**src/rtl/snoop_bus_pkg.sv**
```systemverilog
// ============================================================================
//  Module      : snoop_bus_pkg
//  Description : Shared types and helpers for the snooping-bus arbiter and
//                its round-robin picker.
//  Revision    : 1.0 - initial release
// ============================================================================
`default_nettype none

package snoop_bus_pkg;

    // Width of the broadcast snoop address
    localparam int ADDR_W = 32;

    // Bus sequencer states
    typedef enum logic [1:0] {
        IDLE = 2'd0,
        OWN  = 2'd1,
        TURN = 2'd2
    } state_t;

    // Width of an index into n requesters (never zero, even for n == 1)
    function automatic int idx_w(input int n);
        return (n > 1) ? $clog2(n) : 1;
    endfunction

endpackage : snoop_bus_pkg

`default_nettype wire

```
**src/rtl/rr_pick.sv**
```systemverilog
// ============================================================================
//  Module      : rr_pick
//  Description : Combinational round-robin priority picker. Returns the first
//                set request at or above the pointer, wrapping to bit 0.
//  Revision    : 1.0 - initial release
// ============================================================================
`default_nettype none

module rr_pick
    import snoop_bus_pkg::*;
#(
    parameter int N     = 4,
    parameter int IDX_W = idx_w(N)
) (
    input  logic [N-1:0]     req,
    input  logic [IDX_W-1:0] ptr,
    output logic [N-1:0]     win,
    output logic [IDX_W-1:0] idx,
    output logic             valid
);

    // Two passes: first the requesters at or above the pointer, then the wrap
    always_comb begin
        win   = '0;
        idx   = '0;
        valid = 1'b0;
        for (int i = 0; i < N; i++) begin
            if (!valid && req[i] && (i >= int'(ptr))) begin
                win[i] = 1'b1;
                idx    = IDX_W'(i);
                valid  = 1'b1;
            end
        end
        for (int i = 0; i < N; i++) begin
            if (!valid && req[i]) begin
                win[i] = 1'b1;
                idx    = IDX_W'(i);
                valid  = 1'b1;
            end
        end
    end

endmodule : rr_pick

`default_nettype wire

```
**src/rtl/snoop_bus_arbiter.sv**
```systemverilog
// ============================================================================
//  Module      : snoop_bus_arbiter
//  Description : Round-robin arbiter for the shared snooping bus. Grants one
//                cache at a time, bounds tenure to MAX_HOLD cycles, inserts a
//                turnaround cycle between owners and broadcasts the owner's
//                address and invalidate.
//  Revision    : 1.0 - initial release
// ============================================================================
`default_nettype none

module snoop_bus_arbiter
    import snoop_bus_pkg::*;
#(
    parameter int NUM_MASTERS = 4,
    parameter int MAX_HOLD    = 16
) (
    input  logic                              clk,
    input  logic                              rst,
    input  logic [NUM_MASTERS-1:0]            req,
    input  logic [ADDR_W*NUM_MASTERS-1:0]     addrIn,
    input  logic [NUM_MASTERS-1:0]            invalidateIn,
    output logic [NUM_MASTERS-1:0]            grant,
    output logic [NUM_MASTERS-1:0]            master,
    output logic [ADDR_W-1:0]                 addrSnoop,
    output logic                              invalidateOut,
    output logic [idx_w(NUM_MASTERS)-1:0]     ownerId,
    output logic                              busBusy
);

    localparam int IDX_W  = idx_w(NUM_MASTERS);
    localparam int HOLD_W = $clog2(MAX_HOLD + 1);

    state_t                 r_state, w_nxt_state;
    logic [NUM_MASTERS-1:0] r_grant, w_nxt_grant;
    logic [IDX_W-1:0]       r_owner, w_nxt_owner;
    logic [IDX_W-1:0]       r_ptr,   w_nxt_ptr;
    logic [HOLD_W-1:0]      r_hold,  w_nxt_hold;
    logic                   r_busy,  w_nxt_busy;

    logic [NUM_MASTERS-1:0] w_win;
    logic [IDX_W-1:0]       w_idx;
    logic                   w_valid;
    logic [ADDR_W-1:0]      w_addr [NUM_MASTERS];

    rr_pick #(
        .N     (NUM_MASTERS),
        .IDX_W (IDX_W)
    ) u_pick (
        .req   (req),
        .ptr   (r_ptr),
        .win   (w_win),
        .idx   (w_idx),
        .valid (w_valid)
    );

    // Split the flat address bus into one word per master
    for (genvar g = 0; g < NUM_MASTERS; g++) begin : g_addr
        assign w_addr[g] = addrIn[g*ADDR_W +: ADDR_W];
    end

    // Register state, pointer, hold counter and all registered outputs together
    always_ff @(posedge clk) begin
        if (rst) begin
            r_state <= IDLE;
            r_grant <= '0;
            r_owner <= '0;
            r_ptr   <= '0;
            r_hold  <= '0;
            r_busy  <= 1'b0;
        end else begin
            r_state <= w_nxt_state;
            r_grant <= w_nxt_grant;
            r_owner <= w_nxt_owner;
            r_ptr   <= w_nxt_ptr;
            r_hold  <= w_nxt_hold;
            r_busy  <= w_nxt_busy;
        end
    end

    // Next-state: arbitrate in IDLE, release on drop or timeout, one dead TURN cycle
    always_comb begin
        w_nxt_state = r_state;
        w_nxt_grant = r_grant;
        w_nxt_owner = r_owner;
        w_nxt_ptr   = r_ptr;
        w_nxt_hold  = r_hold;
        w_nxt_busy  = r_busy;
        unique case (r_state)
            IDLE: begin
                if (w_valid) begin
                    w_nxt_state = OWN;
                    w_nxt_grant = w_win;
                    w_nxt_owner = w_idx;
                    w_nxt_busy  = 1'b1;
                    w_nxt_hold  = HOLD_W'(1);
                    // Winner drops to lowest priority for the next round
                    w_nxt_ptr   = (w_idx == IDX_W'(NUM_MASTERS - 1)) ? '0
                                                                     : w_idx + IDX_W'(1);
                end
            end
            OWN: begin
                // Voluntary release and timeout take the same path
                if (!req[r_owner] || (r_hold == HOLD_W'(MAX_HOLD))) begin
                    w_nxt_state = TURN;
                    w_nxt_grant = '0;
                    w_nxt_owner = '0;
                    w_nxt_busy  = 1'b0;
                    w_nxt_hold  = '0;
                end else begin
                    w_nxt_hold  = r_hold + HOLD_W'(1);
                end
            end
            TURN: begin
                w_nxt_state = IDLE;
            end
            default: begin
                w_nxt_state = IDLE;
                w_nxt_grant = '0;
                w_nxt_owner = '0;
                w_nxt_busy  = 1'b0;
                w_nxt_hold  = '0;
            end
        endcase
    end

    // Broadcast the owner's address and invalidate; quiet unless the bus is owned
    always_comb begin
        addrSnoop     = '0;
        invalidateOut = 1'b0;
        if (r_state == OWN) begin
            addrSnoop     = w_addr[r_owner];
            invalidateOut = invalidateIn[r_owner];
        end
    end

    assign grant   = r_grant;
    assign master  = r_grant;
    assign ownerId = r_owner;
    assign busBusy = r_busy;

endmodule : snoop_bus_arbiter

`default_nettype wire
```
**config.mk**
```make
export PLATFORM = sky130hd
export DESIGN_NAME = snoop_bus_arbiter
export DESIGN_NICKNAME = d
export VERILOG_FILES = /design/src/rtl/snoop_bus_pkg.sv /design/src/rtl/rr_pick.sv /design/src/rtl/snoop_bus_arbiter.sv
export SDC_FILE = /design/constraint.sdc
export NUM_CORES = 1
export LEC_CHECK = 0
export CAP_MARGIN = 25
export CELL_PAD_IN_SITES_DETAIL_PLACEMENT = 0
export CELL_PAD_IN_SITES_GLOBAL_PLACEMENT = 1
export CORE_ASPECT_RATIO = 0.8
export CORE_MARGIN = 5
export CORE_UTILIZATION = 22
export CTS_BUF_LIST = sky130_fd_sc_hd__clkbuf_4 sky130_fd_sc_hd__clkbuf_8 sky130_fd_sc_hd__clkbuf_16
export DETAILED_ROUTE_END_ITERATION = 10
export GPL_TIMING_DRIVEN = 0
export HOLD_SLACK_MARGIN = 0.12
export PLACE_DENSITY_LB_ADDON = 0.1
export SETUP_SLACK_MARGIN = 0.15
export SLEW_MARGIN = 25
export SYNTH_ARGS = -nofsm -noshare
export SYNTH_HDL_FRONTEND = slang
export SYNTH_SLANG_ARGS = --single-unit
```
**constraint.sdc**
```tcl
create_clock -name clk -period 3.84 [get_ports clk]
set_input_delay 0.768 -clock clk [delete_from_list [all_inputs] [get_ports clk]]
set_output_delay 0.768 -clock clk [all_outputs]
set_load 0.01 [all_outputs]
```
==> results of run 1 <==
path summary, 6_finish.rpt:
path,start,cells after the start,endpoint
max,ownerId[1],5,addrSnoop[22]
min,busBusy,2,busBusy
max reg2reg,r_hold[0],7,r_hold[0]
min reg2reg,busBusy,2,busBusy
worst min-delay path, stage by stage (launching register included):
cell,delay (ns)
sky130_fd_sc_hd__dfxtp_1,0.33
sky130_fd_sc_hd__nand2_1,0.05
sky130_fd_sc_hd__o21ai_0,0.05
per-layer routing:
metal  routed length, um  GRT usage (%)
met5                   0              0
met4                 129           2.90
met3                 730           5.33
met2                4320           27.6
met1                2920           16.1
cells by family (layout without fill, tap and decap cells):
logic type	after synthesis	count (layout)	share of synthesized area [%]
AO/OA/AOI/OAI	35	35	12.4
AND/OR/NAND/NOR	63	63	20.6
multiplexers	34	34	41.7
adder cells (fa/ha/maj)	2	2	1.36
flip-flops	16	16	17.5
buffers and inverters	24	207	6.41
where the power goes:
part           internal (mW)  switching [mW]  total (mW)
Combinational          0.366           0.204       0.570
Clock                 0.0696          0.0583       0.128
Sequential             0.183          0.0155       0.198
Total                  0.619           0.278       0.896
cell type report:
cell class	count	share of cell area (%)
plain buffers	18	2.49
clock buffers	3	1.08
inverters	6	0.591
multi-input cells	134	36.6
flip-flops and latches	16	8.40
well taps	108	3.54
repair buffers	180	47.3
cells in the mapped netlist (2+ instances only):
cell                        n
sky130_fd_sc_hd__buf_4      4
sky130_fd_sc_hd__clkbuf_1   9
sky130_fd_sc_hd__nand2_1    5
sky130_fd_sc_hd__dfxtp_1   16
sky130_fd_sc_hd__a32o_1     2
sky130_fd_sc_hd__o21ai_0    9
sky130_fd_sc_hd__nand3_1    5
sky130_fd_sc_hd__nor2b_1   34
sky130_fd_sc_hd__inv_1      6
sky130_fd_sc_hd__nor3_1     2
sky130_fd_sc_hd__ha_1       2
sky130_fd_sc_hd__o22ai_1    2
sky130_fd_sc_hd__a22o_1     2
sky130_fd_sc_hd__mux4_2    34
sky130_fd_sc_hd__buf_2      3
sky130_fd_sc_hd__or3_1      2
sky130_fd_sc_hd__a21oi_1   10
sky130_fd_sc_hd__nor2_1     6
sky130_fd_sc_hd__a31oi_1    2
sky130_fd_sc_hd__nand2b_1   4
sequential cells by signal (all words and copies together), names as in the netlist:
signal	flops
r_hold	5
grant	4
ownerId	2
r_ptr	2
r_state	2
busBusy	1
stage by stage:
step	hold slack [ns]	setup slack [ns]	instances	total power, mW	util (%)
after global routing	0.483	0.537	465	0.954	47.5
after global placement	0.443	0.771	462	0.775	47.0
after detailed placement	0.449	0.757	462	0.778	47.0
final	0.459	0.701	465	0.896	47.5
after CTS	0.469	0.651	465	0.909	47.5
after floorplan	0.463	1.57	174	0.479	-
==> impl_summary.md, run 1 <==
Worst setup path
STA classifies the critical path startpoint as a register. The number of buffers and inverters on the critical path is 3. The longest individual stage delay on the worst path is 0.51 ns. Of all nets on the critical path, the largest fanout is 10.

The slowest stage of the critical path is the sky130_fd_sc_hd__clkdlybuf4s50_1 cell. At the worst endpoint, the arrival time is 2.37 ns. The reg2reg setup slack is 2.12 ns. Walking the worst path, the cells encountered are clkbuf_2 > clkbuf_1 > mux4_2 > nor2b_1 > clkdlybuf4s50_1. The worst setup path is captured at a primary output. The required time of the critical path is 3.07 ns.

The worst setup path category is reg -> out. The gate family responsible for the most delay along the worst path is buffers and inverters.

Synthesis
The post-synthesis cell count is 174. Yosys mapped the design onto 35 distinct sky130hd cell types. After synthesis, the cell types taking the most area are sky130_fd_sc_hd__mux4_2, sky130_fd_sc_hd__dfxtp_1, sky130_fd_sc_hd__nor2b_1, sky130_fd_sc_hd__a21oi_1, sky130_fd_sc_hd__o21ai_0. For this run, the number of Yosys warnings is 0. The synthesized area per cell is 10.5 um2.

The share of Yosys cell area claimed by the top area cell type is 41.7%. Counting every net in the synthesized netlist gives 314. The cell accounting for the most synthesized area is sky130_fd_sc_hd__mux4_2.

Of the synthesized area, sequential elements account for 17.5%. Yosys mapped a number of flops with a built-in enable equal to 0. Synthesis inferred 16 register bits. Of all flip-flops after synthesis, the portion carrying an async set or reset was 0%.

The cell area after synthesis is 1830 um2. Among all flip-flop cells after synthesis, the most frequent one is sky130_fd_sc_hd__dfxtp_1.

Floorplanning
The total I/O pin count is 182. The die height is 91.7 um. The effective utilization at floorplan is 22.9%.

The total area inside the core boundary comes to 8020 um2. From left edge to right edge, the die measures 112 um. The die covers 10300 um2.

The number of placement rows is 29.

Timing
The total negative setup slack is 0 ns. The number of hold violations in the final report came to 0. The final critical-path share of the clock period is 81.7%. Headroom to the max-slew limit came out at 59.7%.

Setup repair after global routing left no endpoint under its margin. The final critical path time including I/O delays and setup is 3.14 ns. Setup violations remaining at the end of the flow were counted as 0. For the pin with the worst max-slew slack, the measured transition is 0.605 ns. Static timing analysis puts the maximum clock frequency at 0.319 GHz. The final clock skew is 0.00211 ns. The final max-slew violation count is 0.

Clocking
After clock tree synthesis, the repair step resized 0 gates. Counting along the longest clock path gives a buffer depth of 2. The number of CTS-inserted buffers is 3.

The clock transition at the registers of the reported paths is 0.06 ns. The hold buffer count at CTS is 0. The CTS tree is done. The clock latency of the later-clocked register in the worst-skew pair is 0.25 ns. The sink count of the clock tree is 16. In this run the number of H-tree levels came out at 1.

The root buffer selected by CTS is sky130_fd_sc_hd__clkbuf_8. The post-CTS repair timing setup buffer count is 0.

GRT
The first global-routing pass estimated 12200 um of wire. For this run, the total global-route usage over all layers was measured as 14.7%. The initial antenna violation count came to 0.

The via count of the first global-routing pass is 2303. Entering global routing, the biggest net connects 11 pins. After global routing the overflow that remains totals 0.

Detailed routing
For this run, design rule violations remaining after detail routing come to 0. The detailed router's first-iteration violation count is 75. The total length of routed wires is 8110 um. The number of vias after detailed routing is 2172. Dividing the detail-routed wire length by the instance count gives 17.4 um.

In the routed layout, each cell is associated on average with a via count of 4.67. The number of nets with antenna violations after detailed routing is 0. The first TritonRoute pass finished after 4 iterations.

Cells and area
In the final design database the tool counted 499 nets. The area of the multi-input gates is 1400 um2. After routing the design area is 3810 um2. The filler cells instantiated in the layout total 764.

The layout cell share with drive strength beyond 1 is 13.7%. Relative to the synthesized area, the layout overhead comes to 108%. The commonest non-fill, non-tap cell in the layout is sky130_fd_sc_hd__clkdlybuf4s50_1. The number of diodes is 0. The area occupied by registers is 320 um2. The library cells used most frequently in the layout, excluding fill and tap cells, are sky130_fd_sc_hd__clkdlybuf4s50_1, sky130_fd_sc_hd__mux4_2, sky130_fd_sc_hd__nor2b_1.

Power and ir drop
Dividing total power by cell area gives a power density of 235 nW/um2. The largest vdd supply drop is 0.123 mV. The leakage power of the design is 1.30 nW.

Place
The congestion estimate from routability-driven global placement came to 0.765. The total half-perimeter wirelength after legalization and detailed placement is 7040 um. The count of buffers inserted at the top-level ports is 180. The placement-stage cell area is 3770 um2.

Status
The flow ran to the end, and the final reports show no timing, DRC or antenna violations.

Flow run
Across the run, the number of max-cap violations was 0.

Min path
The worst hold path belongs to the class reg -> reg.
Note: power is estimated with default switching activity, not from simulation.
==> run 2: changes to the inputs <==
CORE_UTILIZATION = 20   (was 22)
clock period = 2.9 ns   (was 3.84 ns; I/O delays follow)
==> run 2 against run 1 <==
Wire length grew 6.4%. Critical path depth fell by 1. Via count hardly changed. Largest power group unchanged. Global-route usage down 0.37 points. Critical path type is now in -> out. First-iteration DRC count is 15% higher. Critical endpoint is now addrSnoop[26]. Non-clock buffer count did not move. Worst hold slack lost 0.0040 ns. Largest cell class unchanged. Sequential cell count is the same. Sequential share of layout area fell by 0.31 points. Setup slack lost 0.49 ns. Final cell count grew 1.7%.
==> impl_summary.md, run 2 (synthesized netlist as in run 1, its figures left out) <==
Timing
Dividing the final minimum period by the clock period gives 92.7%. The final max-slew violation count is 0. Setup repair after global routing could not meet its margin everywhere. Derived from the worst setup path, the maximum achievable clock frequency is 0.372 GHz. The total negative setup slack is 0 ns.

The final critical path time including I/O delays and setup is 2.69 ns. The number of failing setup endpoints in the final timing report is 0. The actual slew at the worst max-slew pin is 0.573 ns. The worst-case headroom to the max-slew limit is 61.5%.

Clock skew on the completed layout was measured at 0.000901 ns. The number of hold violations in the final report came to 0.

Clocking
The root buffer selected by CTS is sky130_fd_sc_hd__clkbuf_16. The hold buffer count at CTS is 0. The post-CTS repair timing setup buffer count is 0. The clock latency of the later-clocked register in the worst-skew pair is 0.24 ns. The number of H-tree levels is 1. TritonCTS built the clock tree.

No sink is reached through more buffers than the 2 on the longest clock path. The clock transition at the registers of the reported paths is 0.05 ns. The clock net in this run drives a total of 16 sinks. The number of CTS-inserted buffers is 3.

Power and ir drop
The total power is 1.33 mW. VDD sags by at most 0.177 mV. Power spread over the standard cell area amounts to 336 nW/um2.

In this run the static leakage power is 1.66 nW.

Detailed routing
Dividing the detail-routed wire length by the instance count gives 18.2 um. The number of nets with antenna violations after detailed routing is 0. The number of vias after detailed routing is 2171. Summed over all layers, the routed wires come to 8620 um.

Before antenna repair, the detailed router went through 4 iterations. In the routed layout, each cell is associated on average with a via count of 4.59. In the routed design, unresolved DRC markers number 0. The detailed router finished its first iteration with 86 violations.

Worst setup path
The worst setup path category is in -> out. For the worst flop-to-flop path, the logic depth is 7. The category of the worst setup path launch point is a primary input. The worst-path maximum fanout is 1. Data arrives at the worst endpoint at 2.11 ns. The kind of end point of the critical path is a primary output. The required time of the critical path is 2.32 ns.

Cells and area
Excluding fillers, the count of instances in the completed layout stands at 473. The commonest non-fill, non-tap cell in the layout is sky130_fd_sc_hd__clkdlybuf4s50_1. The layout cell share with drive strength beyond 1 is 15.1%. The final core area utilization is 44.0%. Relative to the synthesized area, the layout overhead comes to 116%. More flip-flops sit in one register than any other, and that register is r_hold. Leaving out fill and tap cells, the most frequent cells in the layout are sky130_fd_sc_hd__clkdlybuf4s50_1, sky130_fd_sc_hd__mux4_2, sky130_fd_sc_hd__nor2b_1. The register with the most flip-flops in the layout has 5 of them. The number of diodes is 0. In the final design database the tool counted 499 nets.

The final instance area is 3960 um2.

Place
The number of placed instances with taps included is 469. The placement-stage cell area is 3780 um2. In this run the tool buffered the top-level ports with 180 buffer cells.

The total half-perimeter wirelength after legalization and detailed placement is 7610 um. The placer's final routability congestion estimate is 0.770.

Flow run
Across the run, the number of max-cap violations was 0.

Floorplanning
The initialized floorplan defines 31 standard-cell rows. The floorplan step defined a die boundary enclosing 11200 um2. The total area inside the core boundary comes to 9000 um2. The total I/O pin count is 182. The die extent in x is 117 um. The initial utilization of the core area, before any placement, comes to 20.4%. The die height is 95.7 um.

Status
The flow ran to the end, and the final reports show no timing, DRC or antenna violations.

Min path
The tightest min-delay check is of the reg -> reg type. Along the worst hold path, the cell count comes to 2.

GRT
The first global-routing pass estimated 12300 um of wire. The initial antenna violation count was 0. The overflow left after global routing is 0. Global routing consumed, over all layers together, 14.4% of the routing resources.

The via count of the first global-routing pass is 2315. The pin count of the biggest net entering global routing is 11.
run 2: cell count changes in the layout (fill, tap and decap cells not counted):
| cell | change |
|---|---|
| sky130_fd_sc_hd__clkbuf_16 | +3 |
| sky130_fd_sc_hd__clkbuf_4 | +1 |
| sky130_fd_sc_hd__clkdlybuf4s50_1 | -20 |
| sky130_fd_sc_hd__buf_2 | -3 |
| sky130_fd_sc_hd__clkbuf_8 | -2 |
| sky130_fd_sc_hd__dlymetal6s2s_1 | +20 |
| sky130_fd_sc_hd__clkbuf_2 | +3 |
| sky130_fd_sc_hd__clkbuf_1 | -4 |
| sky130_fd_sc_hd__buf_8 | +3 |
run 2: final timing paths:
| kind | startpoint | endpoint | slack (ns) |
|---|---|---|---|
| hold / removal | busBusy | busBusy | 0.46 |
| hold reg to reg | busBusy | busBusy | 0.46 |
| setup / recovery | addrIn[26] | addrSnoop[26] | 0.21 |
| setup reg to reg | r_hold[0] | r_hold[0] | 1.16 |
run 2: timing repair:
action	CTS	global route
hold endpoints to repair	0	0
endpoints found under the setup margin	29	29
gates resized for setup	6	30
gates cloned	0	0
run 2: final cells by class:
type                            instances  area, um2
Buffer                                 18        133
Clock buffer                            4       88.8
Sequential cell                        16        320
Inverter                                6       22.5
Timing Repair Buffer                  180       1850
Multi-Input combinational cell        134       1400
Fill cell                             900       5040
Tap cell                              115        144
run 2: power breakdown:
| part | switching (mW) | internal, mW |
|---|---|---|
| combinational | 0.277 | 0.489 |
| clock | 0.0892 | 0.210 |
| sequential | 0.0207 | 0.242 |
| total | 0.387 | 0.941 |
run 2: critical path, cell delays in order:
cell                              delay [ns]
sky130_fd_sc_hd__clkdlybuf4s50_1        0.44
sky130_fd_sc_hd__mux4_2                 0.45
sky130_fd_sc_hd__nor2b_1                0.14
sky130_fd_sc_hd__clkdlybuf4s50_1        0.50
run 2: per-layer routing:
metal	up-vias	share of wire, %	global-route usage, %
li1	1046	-	-
met1	1018	38	17.9
met2	99	52	23.7
met3	8	8.7	5.65
met4	0	1.3	2.87
met5	-	0	0
run 2: metrics by stage:
stage	hold slack, ns	worst slack, ns
3_3_place_gp	0.450	0.183
3_5_place_dp	0.450	0.178
6_report	0.455	0.213
2_1_floorplan	0.463	0.820
5_1_grt	0.486	0.120
4_1_cts	0.465	0.102
==> run 3: changes to the inputs <==
CORE_UTILIZATION = 21   (was 20)
SYNTH_HIERARCHICAL = 1   (was default)
==> run 3 against run 2 <==
Register-to-register slack better by 0.06 ns. Worst hold slack worse by 0.0032 ns. Combinational power is 5.4% higher. Total power is 2.6% higher. Synthesized cell count is 4.6% higher. Sequential cell count stayed put. Clock power is 1% lower. Core utilization is 0.53 points higher. Critical path type is now reg -> out. Largest cell class unchanged.
==> impl_summary.md, run 3 <==
GRT
The first-pass GRT wire length is 13800 um. The pin count of the biggest net entering global routing is 11. The via count of the first global-routing pass was 2134. The most crowded layer after global routing is met2. For met1 alone, demand over resource in global routing was 22.3%. Global routing finished with a remaining overflow of 0.

The initial antenna violation count was 0. In the global route stage, met2 resource usage came out at 24.8%. The total routing resource utilization after global routing is 15.7%. Global routing used 3.58% of the available met3 tracks.

Cells and area
The layout overhead on the synthesized area is 107%. In the layout the commonest cells are sky130_fd_sc_hd__clkdlybuf4s50_1, sky130_fd_sc_hd__mux4_2, sky130_fd_sc_hd__and2_1. The number of nets at the end of the flow is 508. The number of flip-flops under the largest register name is 5. The final instance area is 4020 um2. The commonest non-fill, non-tap cell in the layout is sky130_fd_sc_hd__clkdlybuf4s50_1. Of the cells placed in the final design, the portion with a size suffix greater than 1 is 17.8%. The filler cell count is 883. The number of diodes is 0. The finished layout holds 481 standard cells, fillers aside. The register bank with the most flops is r_hold.

Timing
Setup repair after global routing could not meet its margin everywhere. The worst hold slack is 0.452 ns. After layout, the worst path uses 93.4% of the clock period. Derived from the worst setup path, the maximum achievable clock frequency is 0.369 GHz.

In this run the tightest slew margin relative to its limit is 67.7%. The final critical path time including I/O delays and setup is 2.71 ns. The number of failing setup endpoints in the final timing report is 0. The final max-slew violation count is 0.

The number of hold violations in the final report is 0. The final clock skew is 0.00189 ns. After layout, the worst setup slack is 0.190 ns. For the pin with the worst max-slew slack, the measured transition is 0.484 ns.

In the final timing run, aggregate negative setup slack is 0 ns.

Clocking
The clock net in this run drives a total of 16 sinks. After clock tree synthesis, the setup repair step added 0 buffers. The clock passes through at most 2 buffers. The root buffer selected by CTS is sky130_fd_sc_hd__clkbuf_16. In this run the number of H-tree levels came out at 1.

The clock latency of the later-clocked register in the worst-skew pair is 0.24 ns. TritonCTS built the clock tree. The clock transition at the registers of the reported paths is 0.05 ns. For this design, the CTS-stage hold fixing added 0 buffers. Buffers inserted during clock tree synthesis total 3.

Power and ir drop
Summed over all cells, the static leakage comes to 1.48 nW. The share of total power consumed by net switching is 28.9%. The power per standard cell area is 339 nW/um2. The clock group share of total power is 21.7%. Of the total power, registers draw 19.1%. The internal power of the cells totals 0.968 mW. The largest vdd supply drop is 0.222 mV. The combinational fraction of design power is 59.3%.

The switching component of the power is 0.394 mW.

Floorplanning
The area inside the core boundary is 9040 um2. The floorplan step set the die width to 117 um. The total I/O pin count is 182.

For this configuration, the core starts out at a cell density of 21.5%. The floorplan has 31 rows. The die height is 96.0 um.

The die covers 11300 um2.

Place
The count of buffers inserted at the top-level ports is 180. The placement-stage cell area is 3890 um2. Timing analysis after detailed placement gives a worst setup slack of 0.162 ns.

Detailed placement ended at an HPWL of 8160 um. The number of placed instances with taps included is 477. At the end of routability-driven placement, the weighted congestion stood at 0.775.

Flow run
The number of max-cap violations is 0.

Detailed routing
The first detailed-routing pass ran for 4 iterations. Using the TritonRoute via totals, the vias-per-cell ratio works out to 4.63. The detailed-route wire length per cell is 20.0 um. For this run, design rule violations remaining after detail routing come to 0. The number of nets with antenna violations after detailed routing is 0.

The detailed router's first-iteration violation count is 80. The total length of routed wires is 9600 um. Across all layers, the routed design uses 2226 vias.

Synthesis
The biggest area contributor in the post-synthesis netlist is sky130_fd_sc_hd__mux4_2. In the synthesized netlist the async set-or-reset flop fraction comes to 0%. The post-synthesis cell count is 182. For this run, the leading register cell type out of synthesis is sky130_fd_sc_hd__dfxtp_1.

The total of warnings raised by yosys is 6. The top cell type by area accounts for 39.5% of the synthesized area. The synthesized area per cell is 10.7 um2. Counting flops with a built-in enable in the synthesized netlist gives 0. By area the synthesized netlist is led by sky130_fd_sc_hd__mux4_2, sky130_fd_sc_hd__dfxtp_1, sky130_fd_sc_hd__and2_1, sky130_fd_sc_hd__a22o_1, sky130_fd_sc_hd__buf_4. Synthesis produced a netlist with a net count of 323. By count the netlist is led by sky130_fd_sc_hd__and2_1, sky130_fd_sc_hd__mux4_2, sky130_fd_sc_hd__dfxtp_1. Summing every instance area after synthesis gives 1940 um2. The proportion of synthesized chip area in sequential cells is 16.5%. In this run, synthesis produced a sequential element count of 16. The number of library cell types mapped by synthesis is 41.

Worst setup path
The longest individual stage delay on the worst path is 0.52 ns. The category of the worst setup path launch point is a register. The worst setup path category is reg -> out. Among all stages on the critical path, the largest delay is contributed by sky130_fd_sc_hd__mux4_2. At the worst endpoint, the required time is 2.32 ns. The arrival time of the worst setup path is 2.13 ns. The kind of end point of the critical path is a primary output. The critical path goes through buf_6 > buf_6 > mux4_2 > and2_1 > clkdlybuf4s50_1. The worst-path maximum fanout is 10. The most common cell type on the critical path is sky130_fd_sc_hd__buf_6.

Status
The run finished with clean final reports.

Min path
The class of the tightest hold or removal check is reg -> reg.
[run 3: per-stage QoR]
step / util (%) / power [mW]
after floorplan: - / 0.659
after global routing: 44.5 / 1.45
after detailed placement: 43.0 / 1.07
final: 44.5 / 1.36
after CTS: 44.4 / 1.38
after global placement: 43.0 / 1.07
[run 3: cell type report]
class,count,area [um2],share of cell area [%]
buffer,23,180,4.48
clock buffer,4,88.8,2.21
inverter,3,11.3,0.280
multi-input combinational,140,1470,36.6
sequential,16,320,7.97
tap,115,144,3.58
timing repair buffer,180,1810,44.9
[run 3: path summary, 6_finish.rpt]
check / from / end / slack, ns / depth (start not counted)
hold reg to reg: busBusy / busBusy / 0.45 / 1
setup reg to reg: r_ptr[0] / r_ptr[1] / 1.22 / 7
hold / removal: busBusy / busBusy / 0.45 / 1
setup / recovery: ownerId[0] / addrSnoop[24] / 0.19 / 5
[run 3: repair_timing]
action | 4_1_cts | 5_1_grt
cloned | 0 | 0
gates resized for setup | 13 | 9
setup endpoints to repair | 29 | 30
[run 3: routing by layer]
layer | vias up | part of all wire, %
li1 | 1063 | -
met1 | 1068 | 46
met2 | 85 | 46
met3 | 10 | 5.9
met4 | 0 | 1.5
met5 | - | 0
[run 3: logic make-up after synthesis]
family | count (synthesis) | share of synthesized area (%)
compound gates | 31 | 12.4
fa+ha+maj | 3 | 1.93
buf+inv | 26 | 7.74
flops | 16 | 16.5
mux | 37 | 41.0
simple gates | 69 | 20.4
[run 3: worst max-delay path, delay by kind of cell (launching register included)]
family                 cells  cell delay [ns]
AND/OR/NAND/NOR            1             0.18
multiplexers               1             0.52
flip-flops                 1             0.34
buffers and inverters      3             0.85
[run 3: power groups by stage]
| stage | Clock [mW] | Combinational (mW) | Sequential (mW) |
|---|---|---|---|
| finish | 0.295 | 0.807 | 0.260 |
| global route | 0.315 | 0.868 | 0.263 |
| CTS | 0.301 | 0.817 | 0.260 |
| detailed placement | 0 | 0.801 | 0.264 |
| global placement | 0 | 0.802 | 0.264 |
| floorplan | 0 | 0.393 | 0.266 |
